<file path="config.mk">
export PLATFORM = sky130hd
export DESIGN_NAME = cdb_arbiter
export DESIGN_NICKNAME = d
export VERILOG_FILES = /design/src/rtl/cdb_arbiter_pkg.sv /design/src/rtl/cdb_arbiter_rr_pick2.sv /design/src/rtl/cdb_arbiter.sv
export SDC_FILE = /design/constraint.sdc
export NUM_CORES = 1
export LEC_CHECK = 0
export BUFFER_PORTS_ARGS = -buffer_cell sky130_fd_sc_hd__buf_2
export CORE_UTILIZATION = 50
export CTS_CLUSTER_SIZE = 30
export DETAILED_ROUTE_END_ITERATION = 8
export GPL_TIMING_DRIVEN = 0
export HOLD_SLACK_MARGIN = 0.12
export PLACE_DENSITY = 0.74
export SLEW_MARGIN = 10
export SYNTH_ARGS = -nofsm -noshare
export SYNTH_HDL_FRONTEND = slang
export SYNTH_HIERARCHICAL = 1
export SYNTH_SLANG_ARGS = --single-unit
</file>
<file path="constraint.sdc">
create_clock -name clock -period 4.2 [get_ports clock]
set_input_delay 0.84 -clock clock [delete_from_list [all_inputs] [get_ports clock]]
set_output_delay 0.84 -clock clock [all_outputs]
set_load 0.05 [all_outputs]
</file>
<file path="src/rtl/cdb_arbiter_pkg.sv">
// Shared CDB definitions: default widths, the "no tag" encoding and the broadcast bus payload.
package cdb_arbiter_pkg;

    localparam int unsigned CDB_TAG_W  = 6;
    localparam int unsigned CDB_DATA_W = 32;
    localparam logic [CDB_TAG_W-1:0] CDB_INVALID_TAG = 6'b010000;

    typedef struct packed {
        logic                  iscast;
        logic [CDB_TAG_W-1:0]  rob_num;
        logic [CDB_DATA_W-1:0] data;
    } cdb_bus_t;

    // Increment modulo n; used to advance the round-robin pointer.
    function automatic int unsigned wrap_inc(input int unsigned v, input int unsigned n);
        return (v + 32'd1 >= n) ? 32'd0 : v + 32'd1;
    endfunction

endpackage

</file>
<file path="src/rtl/cdb_arbiter_rr_pick2.sv">
// Round-robin two-winner picker: first and second occupied slot scanning upward from ptr.
module cdb_arbiter_rr_pick2 #(
    parameter int unsigned NUM_REQ = 4,
    parameter int unsigned PTR_W   = $clog2(NUM_REQ)
) (
    input  logic [NUM_REQ-1:0] occ,
    input  logic [PTR_W-1:0]   ptr,
    output logic               g1_vld,
    output logic [PTR_W-1:0]   g1_idx,
    output logic               g2_vld,
    output logic [PTR_W-1:0]   g2_idx
);

    logic [PTR_W-1:0] idx;

    always_comb begin
        g1_vld = 1'b0;
        g1_idx = '0;
        g2_vld = 1'b0;
        g2_idx = '0;
        idx    = '0;
        for (int unsigned k = 0; k < NUM_REQ; k++) begin
            idx = PTR_W'((32'(ptr) + k) % NUM_REQ);
            if (occ[idx]) begin
                if (!g1_vld) begin
                    g1_vld = 1'b1;
                    g1_idx = idx;
                end else if (!g2_vld) begin
                    g2_vld = 1'b1;
                    g2_idx = idx;
                end
            end
        end
    end

endmodule

</file>
<file path="src/rtl/cdb_arbiter.sv">
// Shares the two common data buses among NUM_REQ producers, each with a one-entry holding slot.
module cdb_arbiter
    import cdb_arbiter_pkg::*;
#(
    parameter int unsigned      NUM_REQ     = 4,
    parameter int unsigned      TAG_W       = CDB_TAG_W,
    parameter int unsigned      DATA_W      = CDB_DATA_W,
    parameter logic [TAG_W-1:0] INVALID_TAG = TAG_W'(CDB_INVALID_TAG)
) (
    input  logic                        clock,
    input  logic                        reset,
    input  logic                        flush,
    input  logic [NUM_REQ-1:0]          req_valid,
    input  logic [NUM_REQ*TAG_W-1:0]    req_tag,
    input  logic [NUM_REQ*DATA_W-1:0]   req_data,
    output logic [NUM_REQ-1:0]          req_ready,
    output logic                        CDBiscast,
    output logic [TAG_W-1:0]            CDBrobNum,
    output logic [DATA_W-1:0]           CDBdata,
    output logic                        CDBiscast2,
    output logic [TAG_W-1:0]            CDBrobNum2,
    output logic [DATA_W-1:0]           CDBdata2,
    output logic [3:0]                  pending_cnt
);

    localparam int unsigned PTR_W = $clog2(NUM_REQ);

    logic [NUM_REQ-1:0] slot_valid;
    logic [NUM_REQ-1:0] slot_valid_nxt;
    logic [TAG_W-1:0]   slot_tag  [NUM_REQ];
    logic [DATA_W-1:0]  slot_data [NUM_REQ];
    logic [PTR_W-1:0]   rr_ptr;

    logic [NUM_REQ-1:0] accept;
    logic [NUM_REQ-1:0] grant_mask;
    logic [3:0]         cnt_nxt;
    logic               g1_vld;
    logic [PTR_W-1:0]   g1_idx;
    logic               g2_vld;
    logic [PTR_W-1:0]   g2_idx;
    logic [PTR_W-1:0]   last_idx;

    assign req_ready = ~slot_valid;
    assign last_idx  = g2_vld ? g2_idx : g1_idx;

    cdb_arbiter_rr_pick2 #(
        .NUM_REQ (NUM_REQ),
        .PTR_W   (PTR_W)
    ) u_pick (
        .occ    (slot_valid),
        .ptr    (rr_ptr),
        .g1_vld (g1_vld),
        .g1_idx (g1_idx),
        .g2_vld (g2_vld),
        .g2_idx (g2_idx)
    );

    // Next slot occupancy: granted slots free up, accepted offers fill empty slots, flush clears all.
    always_comb begin
        accept         = '0;
        grant_mask     = '0;
        slot_valid_nxt = '0;
        cnt_nxt        = '0;
        for (int unsigned i = 0; i < NUM_REQ; i++) begin
            accept[i] = req_valid[i] && !slot_valid[i] &&
                        (req_tag[i*TAG_W +: TAG_W] != INVALID_TAG);
        end
        if (g1_vld) grant_mask[g1_idx] = 1'b1;
        if (g2_vld) grant_mask[g2_idx] = 1'b1;
        if (!flush) slot_valid_nxt = (slot_valid & ~grant_mask) | accept;
        for (int unsigned i = 0; i < NUM_REQ; i++) begin
            cnt_nxt = cnt_nxt + 4'(slot_valid_nxt[i]);
        end
    end

    always_ff @(posedge clock or negedge reset) begin
        if (!reset) begin
            slot_valid  <= '0;
            rr_ptr      <= '0;
            pending_cnt <= '0;
            CDBiscast   <= 1'b0;
            CDBrobNum   <= INVALID_TAG;
            CDBdata     <= '0;
            CDBiscast2  <= 1'b0;
            CDBrobNum2  <= INVALID_TAG;
            CDBdata2    <= '0;
            for (int unsigned i = 0; i < NUM_REQ; i++) begin
                slot_tag[i]  <= INVALID_TAG;
                slot_data[i] <= '0;
            end
        end else begin
            slot_valid  <= slot_valid_nxt;
            pending_cnt <= cnt_nxt;
            for (int unsigned i = 0; i < NUM_REQ; i++) begin
                if (accept[i] && !flush) begin
                    slot_tag[i]  <= req_tag[i*TAG_W +: TAG_W];
                    slot_data[i] <= req_data[i*DATA_W +: DATA_W];
                end
            end
            if (flush) begin
                CDBiscast  <= 1'b0;
                CDBrobNum  <= INVALID_TAG;
                CDBiscast2 <= 1'b0;
                CDBrobNum2 <= INVALID_TAG;
            end else begin
                CDBiscast  <= g1_vld;
                CDBrobNum  <= g1_vld ? slot_tag[g1_idx] : INVALID_TAG;
                CDBiscast2 <= g2_vld;
                CDBrobNum2 <= g2_vld ? slot_tag[g2_idx] : INVALID_TAG;
                if (g1_vld) CDBdata  <= slot_data[g1_idx];
                if (g2_vld) CDBdata2 <= slot_data[g2_idx];
                if (g1_vld) rr_ptr <= PTR_W'(wrap_inc(32'(last_idx), NUM_REQ));
            end
        end
    end

endmodule

</file>
==> results of run 1 <==
worst max-delay path by stage:
stage	cells after the start	to	from
6_report	16	pending_cnt[1]	rr_ptr[1]
5_1_grt	16	pending_cnt[1]	rr_ptr[1]
4_1_cts	16	pending_cnt[1]	slot_valid[0]
3_5_place_dp	18	pending_cnt[1]	slot_valid[0]
3_3_place_gp	1	slot_data[51]	reset
2_1_floorplan	18	pending_cnt[1]	slot_valid[0]
sequential cells by signal, summed over array words and instances (netlist names):
register,cells
CDBrobNum,6
CDBiscast,1
CDBdata2,32
slot_valid,4
slot_tag,24
CDBrobNum2,6
slot_data,128
rr_ptr,2
CDBdata,32
pending_cnt,3
CDBiscast2,1
routing by layer:
layer / vias up / routed length [um] / track usage (%)
li1: 3865 / - / -
met2: 305 / 15000 / 43.9
met4: 2 / 950 / 9.15
met1: 4305 / 14100 / 36.6
met3: 58 / 1970 / 5.49
met5: - / 11 / 0
cell type report:
class / instances / share of cell area, %
inverters: 18 / 0.476
well taps: 285 / 2.51
repair buffers: 249 / 9.23
multi-input cells: 561 / 36.5
clock inverters: 9 / 0.625
diodes: 9 / 0.159
plain buffers: 60 / 2.78
clock buffers: 41 / 5.55
flip-flops and latches: 239 / 42.2
per-stage QoR:
stage          hold WS [ns]  utilization [%]  setup TNS (ns)
2_1_floorplan         0.454                -               0
3_3_place_gp          0.465             58.2         -459.04
3_5_place_dp          0.468             58.4          -0.704
4_1_cts               0.187             62.3               0
5_1_grt               0.208             62.5               0
6_report              0.183             62.6               0
power by group:
part           switching (uW)  internal [uW]
Sequential                644           3190
Combinational            3780           2450
Clock                     967           1360
Total                    5390           7000
layout by cell type (no fill, tap or decap), drive strengths merged, types with 3 or more instances in the layout:
| cell type | instances |
|---|---|
| mux2i | 129 |
| and2 | 12 |
| and3b | 3 |
| nand2b | 12 |
| dfstp | 6 |
| o21ai | 11 |
| ha | 4 |
| clkbuf | 57 |
| a22o | 20 |
| mux2 | 129 |
| nand3 | 4 |
| nor4bb | 4 |
| nand2 | 78 |
| inv | 20 |
| or4 | 3 |
| o31ai | 3 |
| o311ai | 3 |
| diode | 9 |
| nor2b | 4 |
| o21a | 4 |
| a21oi | 8 |
| mux4 | 13 |
| nor3b | 5 |
| o221ai | 66 |
| nor2 | 4 |
| clkinv | 6 |
| dfrtp | 233 |
| buf | 293 |
| o211ai | 3 |
what timing repair did:
action,CTS,global route
hold buffers,0,0
endpoints found under the setup margin,3,3
resized for setup,1,9
buffers inserted,0,4
gates cloned,0,0
pin swaps,0,0
worst register-to-register path: cells and delay by family, from the launching register on:
| kind | cells | cell delay (ns) |
|---|---|---|
| AND/OR/NAND/NOR | 3 | 0.48 |
| flip-flops | 1 | 0.47 |
| buffers and inverters | 4 | 0.64 |
| multiplexers | 1 | 0.21 |
| adder cells (fa/ha/maj) | 4 | 1.24 |
| AO/OA/AOI/OAI | 4 | 0.83 |
kinds of logic after synthesis:
group	count (synthesis)
compound gates	138
xor+xnor	3
fa+ha+maj	5
buf+inv	82
flops	239
mux	271
other cells	1
simple gates	143
==> flow_summary.yaml, run 1 <==
logic_synthesis:
  synth_edf_count: 0
  synth_top_area_share_pct: 50.1
  synth.area.mux_share_pct: 27.0
  synth_nets: 1046
  syn_inst: 882
  synth_top_family_by_area: "multiplexers"
  synth.area.top_cells: "dfrtp_1 50%, mux2i_1 11%, mux2_2 9.7%"
  avgSynthCellArea_um2: 13.2
  synth_compound_area_share_pct: 9.77
  synthFlopType: "dfrtp_1"
  syn_area_um2: 11600
  synthDistinctLibCells: 69
  synth-xor-area-share_pct: 0.226
  async_flop_share_pct: 100
  synth_simple_gate_area_share_pct: 6.78
  synth_common_cells: "233 x dfrtp_1, 129 x mux2i_1, 100 x mux2_2, 78 x nand2_1, 66 x o221ai_1"
  yosys_warnings: 6
  yosysTopAreaCell: "dfrtp_1"
  synth_seq_cells: 239
  synthAdderAreaFrac_pct: 0.602
  yosysSeqAreaShare_pct: 51.5
  synth.most_common_cell: "dfrtp_1"
sta:
  rsz0062_at_grt: "no"
  setup_viol: 0
  finClkSkew_ns: 0.00976
  worst_slew_pin_slew_ns: 0.869
  worst_slack_ns: 0.201
  hold_violations: 0
  fmax_ghz: 0.250
  drv_slew: 0
  finalCritPeriodShare_pct: 95.2
  period_needed_ns: 4.00
  slew_headroom_pct: 42.1
grt:
  grt_max_degree: 108
  grt_use_total_pct: 27.1
  grt.overflow.total: 0
  grt_pass1_wl_um: 50100
  antenna_found_initial: 10
  grt_pass1_vias: 8883
hold_path:
  holdCritPathClass: "in2async"
route:
  drt_iter0_drc: 590
  post_drt_wl_per_cell_um: 21.8
  avgViaCountPerCell: 5.80
  num_vias: 8535
  first_pass_iters: 5
  wirelength_um: 32000
  drtAntennaViolNets: 0
  drc: 0
clocking:
  cts_tree: "built"
  cts_buffers: 27
  root_buffer: "clkbuf_16"
  clk_pin_slew_ns: 0.06
  cts_htree_levels: 1
  clock_sinks: 239
  clockBufferDepth: 3
  clk_latency_ns: 0.55
finish:
  layout.cells.non_filler: 1471
  syn2layout_area_growth_pct: 22.1
  fill_cells: 1809
  drive_above_1_share_pct: 42.2
  regArea_um2: 5990
  multi_input_area_um2: 5180
  fin_nets: 1320
  stdcell_area_um2: 14200
place:
  dpl.cell_count: 1412
  place_area_um2: 13300
  dp_slack_ns: -0.330
  place_congestion: 0.906
  io_buffers: 243
  dp_hpwl_um: 23000
floorplan:
  initial_utilization_pct: 51.2
  ios: 245
  dieArea_um2: 23900
  die_w_um: 155
  rows: 55
  chipHeight_um: 155
  core_um2: 22700
critical_path:
  cp_top_family: "adder cells"
  required_ns: 4.63
  rr_worst_depth: 16
  cp-end-kind: "flop"
  worst_path_max_delay_cell: "fa_1"
  crit_type: "reg2reg"
  r2r-end: "pending_cnt[1]"
  crit_buf_inv: 4
  rrSetupSlack_ns: 0.20
  path_common_cell: "ha_1"
  cp-start-kind: "flop"
  cp_cell_sequence: "buf_4 > buf_2 > nand2b_1 > a31oi_2 > ha_1 > mux2i_2 > o211ai_1 > a32o_1 > buf_4 > nand2_1 > o221ai_1 > and2_1 > fa_1 > inv_1 > ha_1 > ha_1"
  worstReg2RegStart: "rr_ptr[1]"
  crit_arrival_ns: 4.43
  crit_fanout: 10
  slowest_delay_ns: 0.52
run_status:
  status: "completed"
power:
  leakagePower_uw: 0.00655
  peakVddDrop_mv: 0.597
  finalPower_uw: 12400
  powerDensity_nw_per_um2: 872
job:
  cap_violations: 0
Note: power is estimated with default switching activity, not from simulation.
==> run 2: changes to the inputs <==
Settings changed: GPL_TIMING_DRIVEN 0 to 1.
==> run 2 against run 1 <==
  * Worst setup slack improved by 0.20 ns
  * Final area fell by 1.7%
  * Via count fell by 1.3%
  * Total power fell by 1.7%
  * Critical endpoint unchanged
  * Largest cell class unchanged
  * Highest routed layer unchanged
==> flow_summary.yaml, run 2 (synthesis gave the netlist of run 1 again) <==
power:
  powerDensity_nw_per_um2: 872
  finalPower_uw: 12200
  peakVddDrop_mv: 0.587
  leakagePower_uw: 0.00643
finish:
  largestRegisters: "slot_data (128), CDBdata2 (32), CDBdata (32)"
  final_core_util_pct: 61.5
  final_cell_mix: "242 x buf_2, 233 x dfrtp_1, 129 x mux2i_1, 100 x mux2_2, 78 x nand2_1"
  syn2layout_area_growth_pct: 20.1
  mostFrequentLayoutCell: "buf_2"
  fin_nets: 1282
  top_register: "slot_data"
  drive_above_1_share_pct: 42.5
  largest_register_ffs: 128
floorplan:
  die_w_um: 155
  rows: 55
  chipHeight_um: 155
  ios: 245
  dieArea_um2: 23900
  initial_utilization_pct: 51.2
  core_um2: 22700
sta:
  fmax_ghz: 0.263
  worst_slew_pin_slew_ns: 1.07
  holdWs_ns: 0.266
  hold_violations: 0
  slew_headroom_pct: 28.9
  rsz0062_at_grt: "no"
  period_needed_ns: 3.80
  setup_viol: 0
  finClkSkew_ns: 0.0266
  drv_slew: 0
  finalCritPeriodShare_pct: 90.5
  finalSetupTns_ns: 0
critical_path:
  crit_buf_inv: 2
  crit_type: "reg2reg"
  cp-start-kind: "flop"
  slowest_delay_ns: 0.70
  cp_top_family: "adder cells"
  worst_path_max_delay_cell: "dfrtp_1"
  required_ns: 4.63
  crit_fanout: 19
  cp_cell_sequence: "buf_4 > nand2b_1 > a31oi_1 > ha_1 > mux2i_1 > o211ai_1 > a32o_4 > nand2_1 > o221ai_1 > and2_1 > fa_1 > inv_1 > ha_1 > ha_1"
  path_common_cell: "ha_1"
  cp-end-kind: "flop"
  crit_arrival_ns: 4.23
hold_path:
  holdCritPathClass: "in2async"
route:
  first_pass_iters: 4
  post_drt_wl_per_cell_um: 22.3
  wirelength_um: 32000
  drc: 0
  drt_iter0_drc: 557
  avgViaCountPerCell: 5.88
  num_vias: 8425
  drtAntennaViolNets: 0
clocking:
  clockBufferDepth: 3
  root_buffer: "clkbuf_16"
  cts_buffers: 26
  postCtsSetupBuffers: 0
  clock_sinks: 239
  clk_latency_ns: 0.54
  clk_pin_slew_ns: 0.06
  cts_tree: "built"
  cts_resized: 0
  cts_htree_levels: 1
  hold_buffers: 0
grt:
  grt_max_degree: 106
  grt_pass1_wl_um: 49800
  grt.overflow.total: 0
  grt_use_total_pct: 27.0
  grt_pass1_vias: 8653
  antenna_found_initial: 11
job:
  cap_violations: 0
place:
  place_congestion: 0.861
  io_buffers: 243
  dp_hpwl_um: 21100
run_status:
  status: "completed"
## run 2: through the flow
stage / area [um2] / std cells / setup slack [ns]
after global placement: 13100 / 1375 / 0.520
after detailed placement: 13100 / 1375 / 0.446
after global routing: 14000 / 1430 / 0.188
after floorplan: 11600 / 882 / 0.519
after CTS: 13900 / 1423 / 0.440
final: 14000 / 1433 / 0.399
## run 2: final timing paths
check	start	endpoint	slack [ns]	depth (start not counted)
setup / recovery	slot_valid[1]	pending_cnt[1]	0.40	14
hold / removal	reset	slot_data[28]	0.27	1
setup reg to reg	slot_valid[1]	pending_cnt[1]	0.40	14
hold reg to reg	slot_tag[10]	slot_tag[10]	0.48	2
max in group asynchronous	reset	slot_data[110]	2.87	2
min in group clock	slot_tag[10]	slot_tag[10]	0.48	2
## run 2: layout make-up
cell class	instances	area (um2)
Fill cell	1851	8740
Sequential cell	239	5990
Multi-Input combinational cell	561	5210
Timing Repair Buffer	272	1470
Clock buffer	35	704
Tap cell	285	357
Clock inverter	13	144
Inverter	18	67.6
Antenna cell	10	25.0
## run 2: worst register-to-register path, delay by kind of cell, from the launching register on
family	cells	cell delay, ns
flops	1	0.70
buf+inv	2	0.31
compound gates	4	0.87
mux	1	0.22
fa+ha+maj	4	1.25
simple gates	3	0.35
## run 2: routing by layer
metal	vias up	part of all wire (%)	wire length (um)	GRT usage (%)
li1	3786	-	-	-
met1	4278	44	14000	37.4
met2	310	46	14800	42.0
met3	49	7.2	2320	6.47
met4	2	2.7	858	9.01
met5	-	0.028	9	0
## run 2: where the power goes
group	switching, uW	internal, uW
Sequential	663	3190
Combinational	3650	2420
Clock	947	1310
Total	5260	6920
==> run 3: changes to the inputs <==
Settings changed: CORE_UTILIZATION 50 to 55, PLACE_DENSITY 0.74 to 0.8.
==> run 3 against run 2 <==
  * Via count increased by 0.34%
  * First-iteration DRC count increased by 1.4%
  * Count of clock-buffer cells in the layout increased by 8
  * Wire length decreased by 3.9%
  * Total power decreased by 0.83%
  * Global-route usage increased by 1.8 points
  * Die area decreased by 9.0%
  * Critical path type unchanged
  * Critical endpoint is now CDBdata2[28]
  * Largest power group unchanged
  * Highest routed layer unchanged
==> flow_summary.yaml, run 3 (synthesis gave the netlist of run 1 again) <==
run_status:
  status: "completed"
critical_path:
  cp-end-kind: "flop"
  cp_top_family: "buffers and inverters"
  crit_fanout: 45
  crit_arrival_ns: 4.27
  r2r-end: "CDBdata2[28]"
  cp-start-kind: "flop"
  worst_path_max_delay_cell: "buf_4"
  required_ns: 4.56
  path_common_cell: "buf_4"
  slowest_delay_ns: 0.73
  rrSetupSlack_ns: 0.29
  cp_cell_sequence: "and4bb_2 > a2111oi_1 > o2111ai_1 > o311ai_4 > buf_4 > buf_4 > mux2i_1 > o221ai_1"
  rr_worst_depth: 8
  crit_buf_inv: 2
  crit_type: "reg2reg"
  worstReg2RegStart: "rr_ptr[1]"
clocking:
  root_buffer: "clkbuf_16"
  clock_sinks: 239
  cts_tree: "built"
  clk_pin_slew_ns: 0.06
  clk_latency_ns: 0.54
  cts_buffers: 27
  cts_htree_levels: 1
  clockBufferDepth: 3
place:
  io_buffers: 243
  dp_hpwl_um: 20100
  place_congestion: 0.897
route:
  drt_iter0_drc: 565
  drc: 0
  post_drt_wl_per_cell_um: 21.8
  wirelength_um: 30800
  num_vias: 8454
  drtAntennaViolNets: 0
  first_pass_iters: 5
  avgViaCountPerCell: 5.99
sta:
  setup_viol: 0
  worst_slew_pin_slew_ns: 0.959
  drv_slew: 0
  finalCritPeriodShare_pct: 93.1
  finClkSkew_ns: 0.0191
  slew_headroom_pct: 36.0
  fmax_ghz: 0.256
  rsz0062_at_grt: "no"
  hold_violations: 0
  period_needed_ns: 3.91
  finalSetupTns_ns: 0
finish:
  syn2layout_area_growth_pct: 19.7
  largest_register_ffs: 128
  fin_nets: 1282
  mostFrequentLayoutCell: "buf_2"
  final_core_util_pct: 67.9
  drive_above_1_share_pct: 42.3
  largestRegisters: "slot_data (128), CDBdata2 (32), CDBdata (32)"
  top_register: "slot_data"
  final_cell_mix: "242 x buf_2, 233 x dfrtp_1, 129 x mux2i_1, 100 x mux2_2, 78 x nand2_1"
floorplan:
  rows: 52
  initial_utilization_pct: 56.8
  ios: 245
  dieArea_um2: 21700
  core_um2: 20500
  die_w_um: 147
  chipHeight_um: 147
grt:
  grt_pass1_vias: 8594
  grt_pass1_wl_um: 48400
  grt_max_degree: 110
  antenna_found_initial: 5
  grt.overflow.total: 0
  grt_use_total_pct: 28.8
power:
  powerDensity_nw_per_um2: 868
  leakagePower_uw: 0.00641
  combPwrFrac_pct: 49.5
  internal-power_uw: 6890
  p_sw_share_pct: 42.9
  pwr-share-clk_pct: 18.5
  peakVddDrop_mv: 0.541
  seqPwrFrac_pct: 32.0
  p_switching_uw: 5180
hold_path:
  holdCritPathClass: "in2async"
job:
  cap_violations: 0
-- run 3: cell types whose count changed in the layout (fill, tap and decap cells not counted), moves of 2 or more --
cell,change
clkinv_2,-7
diode_2,-6
clkbuf_8,+5
buf_4,-2
bufinv_16,-2
clkbuf_1,+2
clkinvlp_4,+2
-- run 3: worst register-to-register path, stage by stage (launching register included) --
cell and delay (ns):
dfrtp_1 0.64, and4bb_2 0.30, a2111oi_1 0.61, o2111ai_1 0.29, o311ai_4 0.17, buf_4 0.49
buf_4 0.76, mux2i_1 0.33, o221ai_1 0.15
-- run 3: metal layers --
metal	vias to the layer above	part of all wire [%]	GRT usage (%)
li1	3787	-	-
met1	4275	43	39.9
met2	326	47	45.1
met3	64	6.9	6.05
met4	2	2.9	10.2
met5	-	0.039	0
-- run 3: through the flow --
stage                     total power, uW  std cells  worst slack (ns)  hold WS (ns)  cell area (um2)
after global placement               9680       1359             0.363         0.467            13100
final                               12100       1411             0.289         0.351            13900
after global routing                12700       1411            0.0869         0.428            13900
after CTS                           12100       1407             0.206         0.387            13900
after detailed placement             9840       1359             0.225         0.470            13100
after floorplan                      8390        882             0.519         0.454            11600
-- run 3: power by group through the flow --
stage / Combinational (uW) / Clock (uW) / Sequential [uW]
final: 5980 / 2230 / 3870
after global routing: 6360 / 2380 / 3970
after CTS: 5990 / 2270 / 3850
after detailed placement: 5970 / 0 / 3870
after global placement: 5830 / 0 / 3850
after floorplan: 3550 / 0 / 4840
-- run 3: worst max path at each step --
| stage | startpoint | cells past startpoint | end | slack [ns] |
|---|---|---|---|---|
| floorplan | slot_valid[0] | 18 | pending_cnt[1] | 0.52 |
| global placement | rr_ptr[1] | 13 | pending_cnt[1] | 0.36 |
| detailed placement | rr_ptr[1] | 13 | pending_cnt[1] | 0.23 |
| CTS | rr_ptr[1] | 13 | pending_cnt[1] | 0.21 |
| global route | rr_ptr[1] | 8 | CDBdata2[28] | 0.09 |
| finish | rr_ptr[1] | 8 | CDBdata2[28] | 0.29 |
-- run 3: final cells by class --
| class | count | area, um2 |
|---|---|---|
| clock buffers | 43 | 806 |
| repair buffers | 271 | 1470 |
| inverters | 18 | 67.6 |
| fillers | 1529 | 6570 |
| well taps | 270 | 338 |
| multi-input cells | 561 | 5210 |
| clock inverters | 5 | 33.8 |
| diodes | 4 | 10.0 |
| flip-flops and latches | 239 | 5990 |
-- run 3: repair_timing --
item	4_1_cts	5_1_grt
hold buffers	0	0
setup endpoints to repair	0	1
buffers inserted	0	0
gates resized for setup	0	1
